==> config.mk <==
export PLATFORM = sky130hd
export DESIGN_NAME = seq_detect_param
export DESIGN_NICKNAME = d
export VERILOG_FILES = /design/src/rtl/seq_detect_param.sv
export SDC_FILE = /design/constraint.sdc
export NUM_CORES = 1
export LEC_CHECK = 0
export BUFFER_PORTS_ARGS = -buffer_cell sky130_fd_sc_hd__clkbuf_2
export CORE_UTILIZATION = 25
export CTS_CLUSTER_DIAMETER = 40
export CTS_CLUSTER_SIZE = 8
export DETAILED_ROUTE_END_ITERATION = 10
export PLACE_DENSITY = 0.52
export SKIP_LAST_GASP = 1
export SLEW_MARGIN = 0
export SYNTH_ARGS = -nofsm -noshare
export SYNTH_HDL_FRONTEND = slang
export SYNTH_SLANG_ARGS = --single-unit
==> constraint.sdc <==
create_clock -name clk -period 3.6 [get_ports clk]
set_input_delay 0.18 -clock clk [delete_from_list [all_inputs] [get_ports clk]]
set_output_delay 0.18 -clock clk [all_outputs]
set_load 0.005 [all_outputs]
==> src/rtl/seq_detect_param.sv <==
// seq_detect_param: runtime-programmable serial sequence detector.
// Compares the newest len accepted bits against a loadable pattern and
// emits a registered one-cycle match pulse (overlapping or non-overlapping).
// Optional feature macro: SEQDET_MATCH_COUNT_EN enables the saturating
// match_count register; without it match_count is tied to zero.
module seq_detect_param #(
  parameter int                 MAX_LEN     = 8,
  parameter int                 LEN_W       = $clog2(MAX_LEN + 1),
  parameter logic [MAX_LEN-1:0] DEF_PATTERN = 8'b0000_0100,
  parameter int                 DEF_LEN     = 4,
  parameter int                 CNT_W       = 16
) (
  input  logic               clk,
  input  logic               rst,
  input  logic               din_valid,
  input  logic               din,
  input  logic               cfg_load,
  input  logic [MAX_LEN-1:0] cfg_pattern,
  input  logic [LEN_W-1:0]   cfg_len,
  input  logic               cfg_overlap,
  output logic               match,
  output logic               cfg_err,
  output logic [CNT_W-1:0]   match_count
);

  localparam logic [LEN_W-1:0] MAX_LEN_C  = LEN_W'(MAX_LEN);
  localparam logic [LEN_W-1:0] DEF_LEN_C  = LEN_W'(DEF_LEN);
  localparam logic [LEN_W-1:0] LEN_ZERO_C = {LEN_W{1'b0}};
  localparam logic [LEN_W-1:0] LEN_ONE_C  = {{(LEN_W-1){1'b0}}, 1'b1};

  // Active configuration and history
  logic [MAX_LEN-1:0] hist_r, hist_s, shift_s;
  logic [LEN_W-1:0]   fill_r, fill_s, fill_inc_s;
  logic [MAX_LEN-1:0] pat_r, pat_s;
  logic [LEN_W-1:0]   len_r, len_s;
  logic               ovl_r, ovl_s;
  logic               match_r, match_s;
  logic               cfg_err_r, cfg_err_s;
  logic [MAX_LEN-1:0] mask_s;
  logic               legal_s, hit_s;

  // Build a mask covering the len_r newest history positions
  always_comb begin
    mask_s = {MAX_LEN{1'b0}};
    for (int i = 0; i < MAX_LEN; i++) begin
      if (LEN_W'(i) < len_r) begin
        mask_s[i] = 1'b1;
      end else begin
        mask_s[i] = 1'b0;
      end
    end
  end

  // Candidate history/fill for an accepted bit and the resulting hit decision
  always_comb begin
    legal_s    = (cfg_len != LEN_ZERO_C) && (cfg_len <= MAX_LEN_C);
    shift_s    = {hist_r[MAX_LEN-2:0], din};
    if (fill_r >= MAX_LEN_C) begin
      fill_inc_s = fill_r;
    end else begin
      fill_inc_s = fill_r + LEN_ONE_C;
    end
    hit_s = (fill_inc_s >= len_r) &&
            (((shift_s ^ pat_r) & mask_s) == {MAX_LEN{1'b0}});
  end

  // Next-state selection: configuration load has priority over data bits
  always_comb begin
    hist_s    = hist_r;
    fill_s    = fill_r;
    pat_s     = pat_r;
    len_s     = len_r;
    ovl_s     = ovl_r;
    match_s   = 1'b0;
    cfg_err_s = cfg_err_r;
    if (cfg_load) begin
      if (legal_s) begin
        pat_s     = cfg_pattern;
        len_s     = cfg_len;
        ovl_s     = cfg_overlap;
        fill_s    = LEN_ZERO_C;
        cfg_err_s = 1'b0;
      end else begin
        cfg_err_s = 1'b1;
      end
    end else if (din_valid) begin
      hist_s = shift_s;
      if (hit_s) begin
        match_s = 1'b1;
        // Non-overlapping mode restarts the fill so the next match needs len fresh bits
        if (ovl_r) begin
          fill_s = fill_inc_s;
        end else begin
          fill_s = LEN_ZERO_C;
        end
      end else begin
        fill_s = fill_inc_s;
      end
    end else begin
      match_s = 1'b0;
    end
  end

  // State and output registers with synchronous reset
  always_ff @(posedge clk) begin
    if (rst) begin
      hist_r    <= {MAX_LEN{1'b0}};
      fill_r    <= LEN_ZERO_C;
      pat_r     <= DEF_PATTERN;
      len_r     <= DEF_LEN_C;
      ovl_r     <= 1'b1;
      match_r   <= 1'b0;
      cfg_err_r <= 1'b0;
    end else begin
      hist_r    <= hist_s;
      fill_r    <= fill_s;
      pat_r     <= pat_s;
      len_r     <= len_s;
      ovl_r     <= ovl_s;
      match_r   <= match_s;
      cfg_err_r <= cfg_err_s;
    end
  end

  assign match   = match_r;
  assign cfg_err = cfg_err_r;

`ifdef SEQDET_MATCH_COUNT_EN
  localparam logic [CNT_W-1:0] CNT_MAX_C = {CNT_W{1'b1}};
  localparam logic [CNT_W-1:0] CNT_ONE_C = {{(CNT_W-1){1'b0}}, 1'b1};

  logic [CNT_W-1:0] cnt_r;
  logic             cnt_clr_s, cnt_inc_s;

  assign cnt_clr_s = cfg_load & legal_s;
  assign cnt_inc_s = ~cfg_load & din_valid & hit_s;

  // Saturating match counter, cleared by each legal reconfiguration
  always_ff @(posedge clk) begin
    if (rst) begin
      cnt_r <= {CNT_W{1'b0}};
    end else if (cnt_clr_s) begin
      cnt_r <= {CNT_W{1'b0}};
    end else if (cnt_inc_s && (cnt_r != CNT_MAX_C)) begin
      cnt_r <= cnt_r + CNT_ONE_C;
    end else begin
      cnt_r <= cnt_r;
    end
  end

  assign match_count = cnt_r;
`else
  assign match_count = {CNT_W{1'b0}};
`endif

endmodule
==> impl_metrics.env <==
export IMPL_final_cell_area_um2=1583
export IMPL_power_density_nw_per_um2=345.0
export IMPL_drive_above_1_share_pct=15.08
export IMPL_holdCritPathClass="input pin to flip-flop"
export IMPL_cts_reportedPaths_clkPinSlew_ps=90
export IMPL_number_of_buffers_inserted_during_clock_tree_synthesis=3
export IMPL_clock_tree_htree_level_count=1
export IMPL_synth_top_flop_cell="dfxtp_1"
export IMPL_dieArea_um2=6125
export IMPL_hold_slack_ps=139.6
export IMPL_timing_final_crit_period_ps=2330
export IMPL_power_share_sequential_pct=56.6
export IMPL_worstMarginPinSlew_ps=697.9
export IMPL_crit_path_end_kind="flip-flop"
export IMPL_post_cts_hold_buffer_count=0
export IMPL_cts_num_sinks=26
export IMPL_drt_wl_total_mm=2.663
export IMPL_totalNegativeSetupSlack_ps=0
export IMPL_clock_tree_buffer_depth=2
export IMPL_synth_seq_cells=26
export IMPL_synth_top_area_cell="dfxtp_1"
export IMPL_synth_area_per_cell_um2=8.811
export IMPL_diodes=0
export IMPL_nets=205
export IMPL_wire_length_of_the_first_global_routing_pass_mm=4.692
export IMPL_cts_resized=0
export IMPL_run_status="completed"
export IMPL_p_clk_share_pct=29.4
export IMPL_critPathLaunchType="flip-flop"
export IMPL_design_power_total_mw=0.5460
export IMPL_synth_area_leaders="dfxtp_1 36%, buf_4 8.3%, mux2i_1 6.9%, xor2_1 5.4%, ha_1 5.2%"
export IMPL_timing_critical_path_arrival_ps=2540
export IMPL_netSwitchingFraction_pct=25.47
export IMPL_pin_count=36
export IMPL_worst_clock_skew_ps=7.478
export IMPL_placement_io_buffers=19
export IMPL_vias=1066
export IMPL_clkLatencyLatePin_ps=270
export IMPL_dp_final_hpwl_mm=1.963
export IMPL_synth_top_area_share_pct=35.80
export IMPL_first_iter_violations=26
export IMPL_firstDrtPassIters=3
export IMPL_post_cts_repair_setup_buffers=0
export IMPL_drc=0
export IMPL_maximum_vdd_ir_drop_uv=117.4
export IMPL_dp_worst_setup_slack_ps=1285
export IMPL_static_leakage_power_nw=0.7398
export IMPL_hold_viol=0
export IMPL_antenna_found_initial=0
export IMPL_final_instance_count_excl_fill=251
export IMPL_dp_cells=248
export IMPL_maxSlewHeadroom_pct=53.38
export IMPL_setup_repair_after_global_routing_missed_its_margin="false"
export IMPL_routed_wire_length_per_instance_um=10.61
export IMPL_floorplan_die_width_um=78.26
export IMPL_power_frac_comb_pct=14.0
export IMPL_synth_yosys_warnings=0
export IMPL_die_height_um=78.26
export IMPL_crit_path_max_fanout=7
export IMPL_cp_required_ps=3810
export IMPL_cts_tree="built"
export IMPL_core_area_um2=5540
export IMPL_final_max_slew_violation_count=0
export IMPL_synth_yosys_seq_area_share_pct=35.80
export IMPL_syn_instance_count=165
export IMPL_fp_row_count=27
export IMPL_root_buffer="clkbuf_8"
export IMPL_worst_setup_path_type="flip-flop to flip-flop"
export IMPL_achievable_frequency_mhz=429.1
export IMPL_postRouteAntennaNets=0
export IMPL_groute_usage_overall_pct=9.654
export IMPL_vias_per_cell=4.247
export IMPL_starting_density_of_the_core_pct=26.24
export IMPL_internal_reg_to_reg_setup_slack_ps=1270
export IMPL_global_route_overflow_total=0
export IMPL_grt_start_max_net_pins=26
export IMPL_place_area_um2=1541
export IMPL_synth_edf_count=0
export IMPL_final_min_period_over_clock_period_pct=64.74
export IMPL_max_cap_violations=0
export IMPL_syn_area_um2=1454
export IMPL_first_global_vias=1064
export IMPL_postSynth_asyncResetShare_pct=0
export IMPL_final_setup_viol_count=0
export IMPL_finalWeightedCongestion=0.7627
export IMPL_layout_area_overhead_vs_synth_pct=8.864
export IMPL_timing_final_ws_setup_ps=1270
export IMPL_ys_types=37
export IMPL_fin_util_pct=28.57
export IMPL_internal_power_mw=0.4069
export IMPL_switchingPower_mw=0.1391
-- cell usage in the layout (no fill, tap or decap), drive strengths merged, types with 3 or more instances in the layout --
cell type	n
nand2	19
mux2i	10
nor2	13
ha	6
a211o	3
nand2b	4
clkbuf	22
a21oi	9
o21ai	6
conb	16
a22o	3
inv	8
xor2	9
dfxtp	26
-- synth_stat cells (4+ instances only) --
cell type	instances
a21oi_1	9
clkbuf_1	6
dfxtp_1	26
mux2i_1	10
nand2_1	19
inv_1	8
xor2_1	9
ha_1	6
buf_4	16
nor2_1	13
nand2b_1	4
o21ai_0	5
-- critical path, cell delays in order, from the launching register on --
cell and delay [ps]:
dfxtp_1 480, inv_1 70, ha_1 290, mux2_2 270, ha_1 260, a2111oi_0 390, nand4b_1 210, o21a_1 170
a22o_1 130
-- path summary, 6_finish.rpt --
| kind | from | endpoint | cells past startpoint |
|---|---|---|---|
| max reg2reg | fill_r[0]$_SDFFE_PP0P_ | fill_r[2]$_SDFFE_PP0P_ | 8 |
| min | cfg_pattern[1] | pat_r[1]$_SDFFE_PP0P_ | 3 |
| max | fill_r[0]$_SDFFE_PP0P_ | fill_r[2]$_SDFFE_PP0P_ | 8 |
| min reg2reg | hist_r[6]$_SDFFE_PP0P_ | hist_r[6]$_SDFFE_PP0P_ | 2 |
-- area by class of cell --
class / count / area, um2
fillers: 624 / 3958
multi-input cells: 123 / 805.8
flip-flops and latches: 26 / 520.5
repair buffers: 19 / 95.09
well taps: 72 / 90.09
clock buffers: 3 / 41.29
inverters: 8 / 30.03
-- cell families (layout without fill, tap and decap cells) --
group | count (synthesis) | after routing | synth area share (%)
adders and majority gates | 6 | 6 | 5.163
AOI/OAI and AO/OA | 34 | 34 | 15.66
xor gates and xnor gates | 10 | 10 | 6.025
buffers and inverters | 31 | 30 | 12.65
other | 1 | 16 | 0.2579
muxes | 11 | 11 | 7.659
and+or+nand+nor | 46 | 46 | 16.78
DFF | 26 | 26 | 35.80
-- layer usage --
| layer | share of wire (%) | up-vias | wire length [um] | track usage (%) |
|---|---|---|---|---|
| met4 | 1.0 | 0 | 27 | 3.889 |
| met1 | 49 | 489 | 1301 | 11.68 |
| met3 | 2.6 | 2 | 68 | 1.860 |
| met2 | 48 | 15 | 1265 | 16.67 |
| met5 | 0 | - | 0 | 0 |
| li1 | - | 560 | - | - |
-- power groups by stage --
| stage | registers (mW) | logic, mW | clock network [mW] |
|---|---|---|---|
| 6_report | 0.309 | 0.0767 | 0.161 |
| 5_1_grt | 0.311 | 0.0877 | 0.179 |
| 4_1_cts | 0.309 | 0.0777 | 0.167 |
| 3_5_place_dp | 0.316 | 0.0775 | 0 |
| 3_3_place_gp | 0.315 | 0.0776 | 0 |
| 2_1_floorplan | 0.313 | 0.0690 | 0 |
-- state kept, by name, indices dropped and copies added, names as in the netlist --
name / flops
pat_r: 8
hist_r: 7
fill_r: 4
len_r: 4
cfg_err: 1
match: 1
ovl_r: 1
No activity file was read; power rests on OpenSTA's default activity.
